## src/rtl/alu_control_seq.sv

```systemverilog
// alu_control_seq: ALU control stage with a run-time writable decode table.
// Each opcode maps to {iter_count, ctrl_word}; a non-zero iter_count holds the
// control word for iter_count extra cycles and stalls the pipeline meanwhile.
// Optional build macro: ALU_CTRL_CLKGATE_EN (glitch-free gated ALU clock).
module alu_control_seq #(
    parameter int unsigned OP_W   = 4,
    parameter int unsigned CTRL_W = 8,
    parameter int unsigned ITER_W = 3
) (
    input  logic                     clk,
    input  logic                     rst_n,
    input  logic [OP_W-1:0]          alu_op,
    input  logic                     tbl_wr_en,
    input  logic [OP_W-1:0]          tbl_wr_addr,
    input  logic [CTRL_W+ITER_W-1:0] tbl_wr_data,
    output logic [CTRL_W-1:0]        alu_ctrl,
    output logic                     alu_active,
    output logic                     alu_clock_en,
    output logic                     alu_clock,
    output logic                     alu_busy
);

    localparam int unsigned DEPTH = 2 ** OP_W;
    localparam int unsigned ENT_W = CTRL_W + ITER_W;

    typedef enum logic [1:0] {
        StIdle,
        StExec,
        StHold
    } state_e;

    // Power-on decode table; only the 4-bit/8-bit configuration has a known map.
    function automatic logic [ENT_W-1:0] reset_entry(input int unsigned idx);
        logic [7:0] w;
        w = 8'h00;
        if (OP_W == 4 && CTRL_W == 8) begin
            case (idx)
                1:       w = 8'h10;  // SHL
                2:       w = 8'h20;  // SHR
                3:       w = 8'h0C;  // ADD
                4:       w = 8'h4C;  // ADDC
                5:       w = 8'h80;  // INC
                6:       w = 8'h40;  // INCC
                7:       w = 8'h83;  // SUB
                8:       w = 8'h43;  // SUBB
                9:       w = 8'h0F;  // DEC
                10:      w = 8'h38;  // AND
                11:      w = 8'h3E;  // OR
                12:      w = 8'h36;  // XOR
                13:      w = 8'h33;  // NOT
                14:      w = 8'h30;  // CLC
                default: w = 8'h00;
            endcase
        end
        return ENT_W'(w);
    endfunction

    logic [ENT_W-1:0]  tbl_q [DEPTH];
    logic [ENT_W-1:0]  rd_ent;

    state_e            state_q, state_d;
    logic [ITER_W-1:0] cnt_q, cnt_d;
    logic [CTRL_W-1:0] ctrl_q, ctrl_d;
    logic              active_q, active_d;
    logic              busy_q, busy_d;
    logic              sample_op;

    // Decode table storage; a same-cycle decode sees the pre-write entry.
    always_ff @(posedge clk or negedge rst_n) begin
        if (!rst_n) begin
            for (int unsigned i = 0; i < DEPTH; i++) begin
                tbl_q[i] <= reset_entry(i);
            end
        end else if (tbl_wr_en) begin
            tbl_q[tbl_wr_addr] <= tbl_wr_data;
        end
    end

    assign rd_ent = tbl_q[alu_op];

    // Sequencer registers; reset abandons any in-flight op.
    always_ff @(posedge clk or negedge rst_n) begin
        if (!rst_n) begin
            state_q  <= StIdle;
            cnt_q    <= '0;
            ctrl_q   <= '0;
            active_q <= 1'b0;
            busy_q   <= 1'b0;
        end else begin
            state_q  <= state_d;
            cnt_q    <= cnt_d;
            ctrl_q   <= ctrl_d;
            active_q <= active_d;
            busy_q   <= busy_d;
        end
    end

    // Next-state: sample a new opcode only when the current op has no hold cycles left.
    always_comb begin
        state_d   = state_q;
        cnt_d     = cnt_q;
        ctrl_d    = ctrl_q;
        active_d  = active_q;
        busy_d    = busy_q;
        sample_op = 1'b0;

        case (state_q)
            StExec: begin
                if (cnt_q != '0) begin
                    state_d = StHold;
                    cnt_d   = cnt_q - 1'b1;
                    busy_d  = 1'b1;
                end else begin
                    sample_op = 1'b1;
                end
            end
            StHold: begin
                if (cnt_q == '0) begin
                    // Op finished: release the stall; the next opcode is taken on the
                    // following edge, so the ALU sees one idle cycle in between.
                    state_d  = StIdle;
                    ctrl_d   = '0;
                    active_d = 1'b0;
                    busy_d   = 1'b0;
                end else begin
                    cnt_d = cnt_q - 1'b1;
                end
            end
            default: begin
                sample_op = 1'b1;
            end
        endcase

        if (sample_op) begin
            busy_d = 1'b0;
            if (alu_op == '0) begin
                // Opcode 0 is NOP regardless of what entry 0 holds.
                state_d  = StIdle;
                ctrl_d   = '0;
                active_d = 1'b0;
                cnt_d    = '0;
            end else begin
                state_d  = StExec;
                ctrl_d   = rd_ent[CTRL_W-1:0];
                active_d = 1'b1;
                cnt_d    = rd_ent[ENT_W-1:CTRL_W];
            end
        end
    end

    assign alu_ctrl     = ctrl_q;
    assign alu_active   = active_q;
    assign alu_clock_en = active_q;
    assign alu_busy     = busy_q;

`ifdef ALU_CTRL_CLKGATE_EN
    logic gate_q;

    // Gate enable changes only while clk is low, so the AND below cannot glitch.
    always_ff @(negedge clk or negedge rst_n) begin
        if (!rst_n) begin
            gate_q <= 1'b0;
        end else begin
            gate_q <= active_d;
        end
    end

    assign alu_clock = clk & gate_q;
`else
    assign alu_clock = clk;
`endif

endmodule

```

## config.mk

```make
export PLATFORM = sky130hd
export DESIGN_NAME = alu_control_seq
export DESIGN_NICKNAME = d
export VERILOG_FILES = /design/src/rtl/alu_control_seq.sv
export SDC_FILE = /design/constraint.sdc
export NUM_CORES = 1
export LEC_CHECK = 0
export ABC_AREA = 1
export ABC_CLOCK_PERIOD_IN_PS = 1800
export CAP_MARGIN = 20
export CORE_ASPECT_RATIO = 0.9
export CORE_MARGIN = 4
export CORE_UTILIZATION = 50
export CTS_CLUSTER_DIAMETER = 60
export CTS_CLUSTER_SIZE = 12
export DETAILED_ROUTE_END_ITERATION = 12
export DONT_BUFFER_PORTS = 1
export PLACE_DENSITY_LB_ADDON = 0.2
export SLEW_MARGIN = 20
export SYNTH_ARGS = -nofsm -noshare
export SYNTH_HDL_FRONTEND = slang
export SYNTH_SLANG_ARGS = --single-unit
```

## constraint.sdc

```tcl
create_clock -name clk -period 1.8 [get_ports clk]
set_clock_uncertainty 0.05 [all_clocks]
set_input_delay 0.18 -clock clk [delete_from_list [all_inputs] [get_ports clk]]
set_output_delay 0.18 -clock clk [all_outputs]
set_load 0.01 [all_outputs]
```

== After elaboration in Yosys (flattened, before gate mapping) ==
Cells that the tools add are included.

* Logic and storage cells: 71
* Output and inout bits: 12
* Flip-flop bits (word level): 191
* Bits of input ports: 22

* Bitwise operators: 2
* Reductions and logical operators: 10
* Muxes and demuxes: 29
* Magnitude comparators: 3
* Equality and inequality tests: 5
* $add $sub $neg: 1

{| class="wikitable"
|+ Operators with widths
! kind !! number
|-
| 176-bit bitwise mux || 1
|-
| 11-bit binary-select mux with 4-bit select || 1
|-
| 11-bit demux with 4-bit select || 1
|-
| 11-bit 2-to-1 mux || 3
|-
| 8-bit 2-to-1 mux || 4
|-
| 3-bit 2-to-1 mux || 4
|-
| 5-bit greater-or-equal comparator (second input constant) || 2
|-
| 4-bit inverter with 5-bit output || 2
|-
| 3-bit != test (second input constant) || 3
|-
| 1-bit 2-to-1 mux || 8
|-
| 2-bit 2-to-1 mux || 3
|-
| 3-bit case mux with 2 select lines || 1
|-
| 3-bit AND reduction || 2
|-
| 3-bit nonzero test || 2
|-
| 5-bit by 1-bit < comparator with 1-bit output (second input constant) || 1
|-
| 4-bit zero test || 1
|-
| 1-bit case mux with 2 select lines || 2
|-
| 2-bit case mux with 2 select lines || 1
|-
| 2-bit nonzero test || 2
|-
| 3-bit zero test || 1
|-
| 3-bit by 1-bit subtractor with 3-bit output (second input constant) || 1
|-
| 2-bit by 1-bit equality test with 1-bit output (second input constant) || 1
|-
| 2-bit equality test (second input constant) || 1
|-
| 2-bit AND reduction || 1
|-
| 1-bit logical AND || 1
|}

== Logic depth before layout (Yosys ltp) ==
* Depth in word-level cells: 6
* Mapped depth: 11

==> flow_summary_export.csv <==
group,metric,value,unit
outcome,status,"finished with violations",
outcome,violations,"hold timing",
worst_setup_path,crit_family,"simple AND/OR/NAND/NOR gates",
clocking,postCtsSetupBuffers,0,
worst_setup_path,startpoint_type,"flop",
power_and_ir_drop,switching_share,0.283,
worst_setup_path,cp_slowest_cell,"dfrtp_1",
timing,hold_violations,190,
die,die_x,148,microns
job,drv_cap,0,
power_and_ir_drop,p_comb_frac,0.170,
synth,synth_edf_count,0,
synth,ys.flop_type,"dfrtp_1",
worst_setup_path,cp.required,2110,ps
timing,finalCritPeriodShare,0.881,
clocking,htree_levels,4,
worst_setup_path,arrival,1890,ps
power_and_ir_drop,powerDensity,1230,nW/um^2
die,die-area,19700,sq um
timing,rsz0062_at_grt,"no",
global_route,first_global_vias,6699,
global_route,grt_max_degree,191,
detailed_routing,postRouteAntennaNets,0,
timing,fmax,0.631,GHz
power_and_ir_drop,leakagePower,4.49,nW
clocking,cts_tree,"built",
synth,yosysTopAreaCell,"dfrtp_1",
die,fp.coreArea,17100,sq um
power_and_ir_drop,ir_worst_vdd,0.000715,V
clocking,cts_resized,0,
timing,tightest_slew,732,ps
placement,dp_slack,232,ps
final_layout,antenna-diode-count,0,
global_route,antenna_found_initial,0,
synth,ys_top_cells_by_area,"dfrtp_1, nand2_1, dfstp_2",
die,chipHeight,134,microns
worst_setup_path,path_max_fanout,12,
die,rows,45,
worst_setup_path,max_stage_delay,380,ps
timing,whs,-606,ps
timing,maxSlewViolCount,0,
worst_setup_path,crit_chain,"inv_1, ha_1, nand2_1, nand2_1, nand2_1, inv_1, nand2_1, inv_2, nand2_1, a21oi_1",
worst_setup_path,path_buf_inv,3,
placement,gp_congestion,0.766,
placement,hpwl,13200,microns
timing,slew_headroom,0.511,
detailed_routing,drt-initial-drc-count,621,
synth,syn-num-nets,1118,
clocking,cts_inserted_buffers,17,
die,initial_utilization,0.514,
power_and_ir_drop,p_seq_frac,0.504,
clocking,cts.sinks,190,
hold_path,hold_path.class,"input port to async pin",
global_route,grt_pass1_wl,35200,microns
final_layout,layout.nets,1091,
timing,timing.setup.tns,0,ps
detailed_routing,num_vias,6941,
worst_setup_path,crit_path_end_kind,"flop",
worst_setup_path,crit_top_cell,"nand2_1",
power_and_ir_drop,clkPwrFrac,0.327,
timing,min_period,1590,ps
power_and_ir_drop,switching_power,0.00334,W
final_layout,area_delta_synth_final,9.68,%
detailed_routing,wirelength,21100,microns
synth,synth_cells,1094,
placement,placed_cell_area,8900,sq um
detailed_routing,wl_per_cell,16.0,microns
final_layout,finalInstanceArea,9620,sq um
final_layout,drive_gt1_frac,0.0907,
power_and_ir_drop,intPower,0.00848,W
detailed_routing,drc,0,
synth,yosysSeqAreaShare,0.547,
placement,io_buffers,0,
timing,setup_slack,215,ps
synth,synth-async-reset-ratio,1.00,
synth,syn_avg_cell_area,8.02,sq um
timing,setup_viol,0,
global_route,grt_use_total,0.225,
clocking,cts_root_buffer,"clkbuf_16",
clocking,worstSkewPairLatency,440,ps
power_and_ir_drop,power,0.0118,W
synth,syn_area,8770,sq um
synth,ys_ff_latch,190,
worst_setup_path,critPathKind,"flop to flop",
detailed_routing,dr.pass1.iters,5,
detailed_routing,via_per_inst,5.28,
synth,yosys_warnings,0,
synth,synth_cell_type_count,22,
final_layout,fillers,1591,
clocking,clkTransAtPathRegs,70,ps
global_route,overflow,0,
synth,synth.top_cell.area_share,0.436,
clocking,postCtsHoldBufs,12,
die,io_pins,34,
clocking,cts.path.max_buffers,2,
cell families (layout without fill, tap and decap cells):
logic type | after synthesis | count (layout) | synth area share
flip-flops | 190 | 190 | 0.547
AO/OA/AOI/OAI | 226 | 226 | 0.134
adder cells (fa/ha/maj) | 2 | 2 | 0.00285
buffers and inverters | 146 | 132 | 0.0713
AND/OR/NAND/NOR | 530 | 530 | 0.245
state kept, by name (all words and copies together), names as in the netlist:
register	flops
tbl_q	176
state_q	2
alu_ctrl	8
cnt_q	3
alu_active	1
worst register-to-register path: cells and delay by family, from the launching register on:
family	cells	cell delay (ps)
AND/OR/NAND/NOR	5	430
adder cells (fa/ha/maj)	1	150
AO/OA/AOI/OAI	1	130
buffers and inverters	3	380
flip-flops	1	380
routing by layer:
| layer | vias up | wire (microns) | global-route usage |
|---|---|---|---|
| met4 | 0 | 518 | 0.0901 |
| met1 | 3337 | 9870 | 0.306 |
| met2 | 116 | 10000 | 0.361 |
| met5 | - | 0 | 0 |
| li1 | 3452 | - | - |
| met3 | 36 | 646 | 0.0412 |
layout make-up:
class / count / area (sq um) / share of cell area
flip-flops and latches: 190 / 4800 / 0.499
multi-input cells: 758 / 3350 / 0.348
clock buffers: 26 / 489 / 0.0508
repair buffers: 31 / 325 / 0.0338
well taps: 235 / 294 / 0.0306
inverters: 69 / 259 / 0.0269
clock inverters: 6 / 108 / 0.0112
per-stage QoR:
stage / hold slack, ps / utilization / cells
after detailed placement: -159 / 0.522 / 1271
after global placement: -158 / 0.522 / 1271
after floorplan: -166 / - / 1094
after global routing: -628 / 0.564 / 1315
after CTS: -622 / 0.564 / 1315
final: -606 / 0.564 / 1315
cell usage in the layout (no fill, tap or decap), types with 9 or more instances in the layout:
master,Yosys,layout
nand2_1,360,360
o21ai_0,172,172
dfrtp_1,153,153
nand3_1,89,89
nor2_1,69,69
inv_1,64,64
dfstp_2,37,37
a21oi_1,28,28
o211ai_1,17,17
clkbuf_16,0,17
buf_4,8,14
dlygate4sd3_1,0,12
o21ai_1,9,9
final timing paths:
| kind | end | startpoint | depth (start not counted) | slack [ps] |
|---|---|---|---|---|
| setup / recovery | cnt_q[1] | cnt_q[0] | 10 | 210 |
| hold / removal | tbl_q[119] | rst_n | 0 | -610 |
| setup reg to reg | cnt_q[1] | cnt_q[0] | 10 | 210 |
| hold reg to reg | tbl_q[90] | tbl_q[90] | 2 | 430 |
| max in group asynchronous | tbl_q[57] | rst_n | 0 | 1740 |
| min in group clk | tbl_q[160] | tbl_wr_data[6] | 2 | 60 |
synth_stat cells, types with 3 or more instances:
cell type,number
a21oi_1,28
buf_2,32
buf_4,8
clkbuf_1,35
dfrtp_1,153
dfstp_2,37
inv_1,64
inv_2,5
nand2_1,360
nand3_1,89
nor2_1,69
nor2_2,5
nor3_2,3
o211ai_1,17
o21ai_0,172
o21ai_1,9
power groups by stage:
stage	sequential, W	combinational [W]	clock (W)
global placement	0.00601	0.00190	0
CTS	0.00595	0.00203	0.00391
detailed placement	0.00601	0.00199	0
floorplan	0.00587	0.00167	0.0000458
finish	0.00596	0.00200	0.00386
global route	0.00607	0.00239	0.00408
Power figures use the tool's default switching activity.
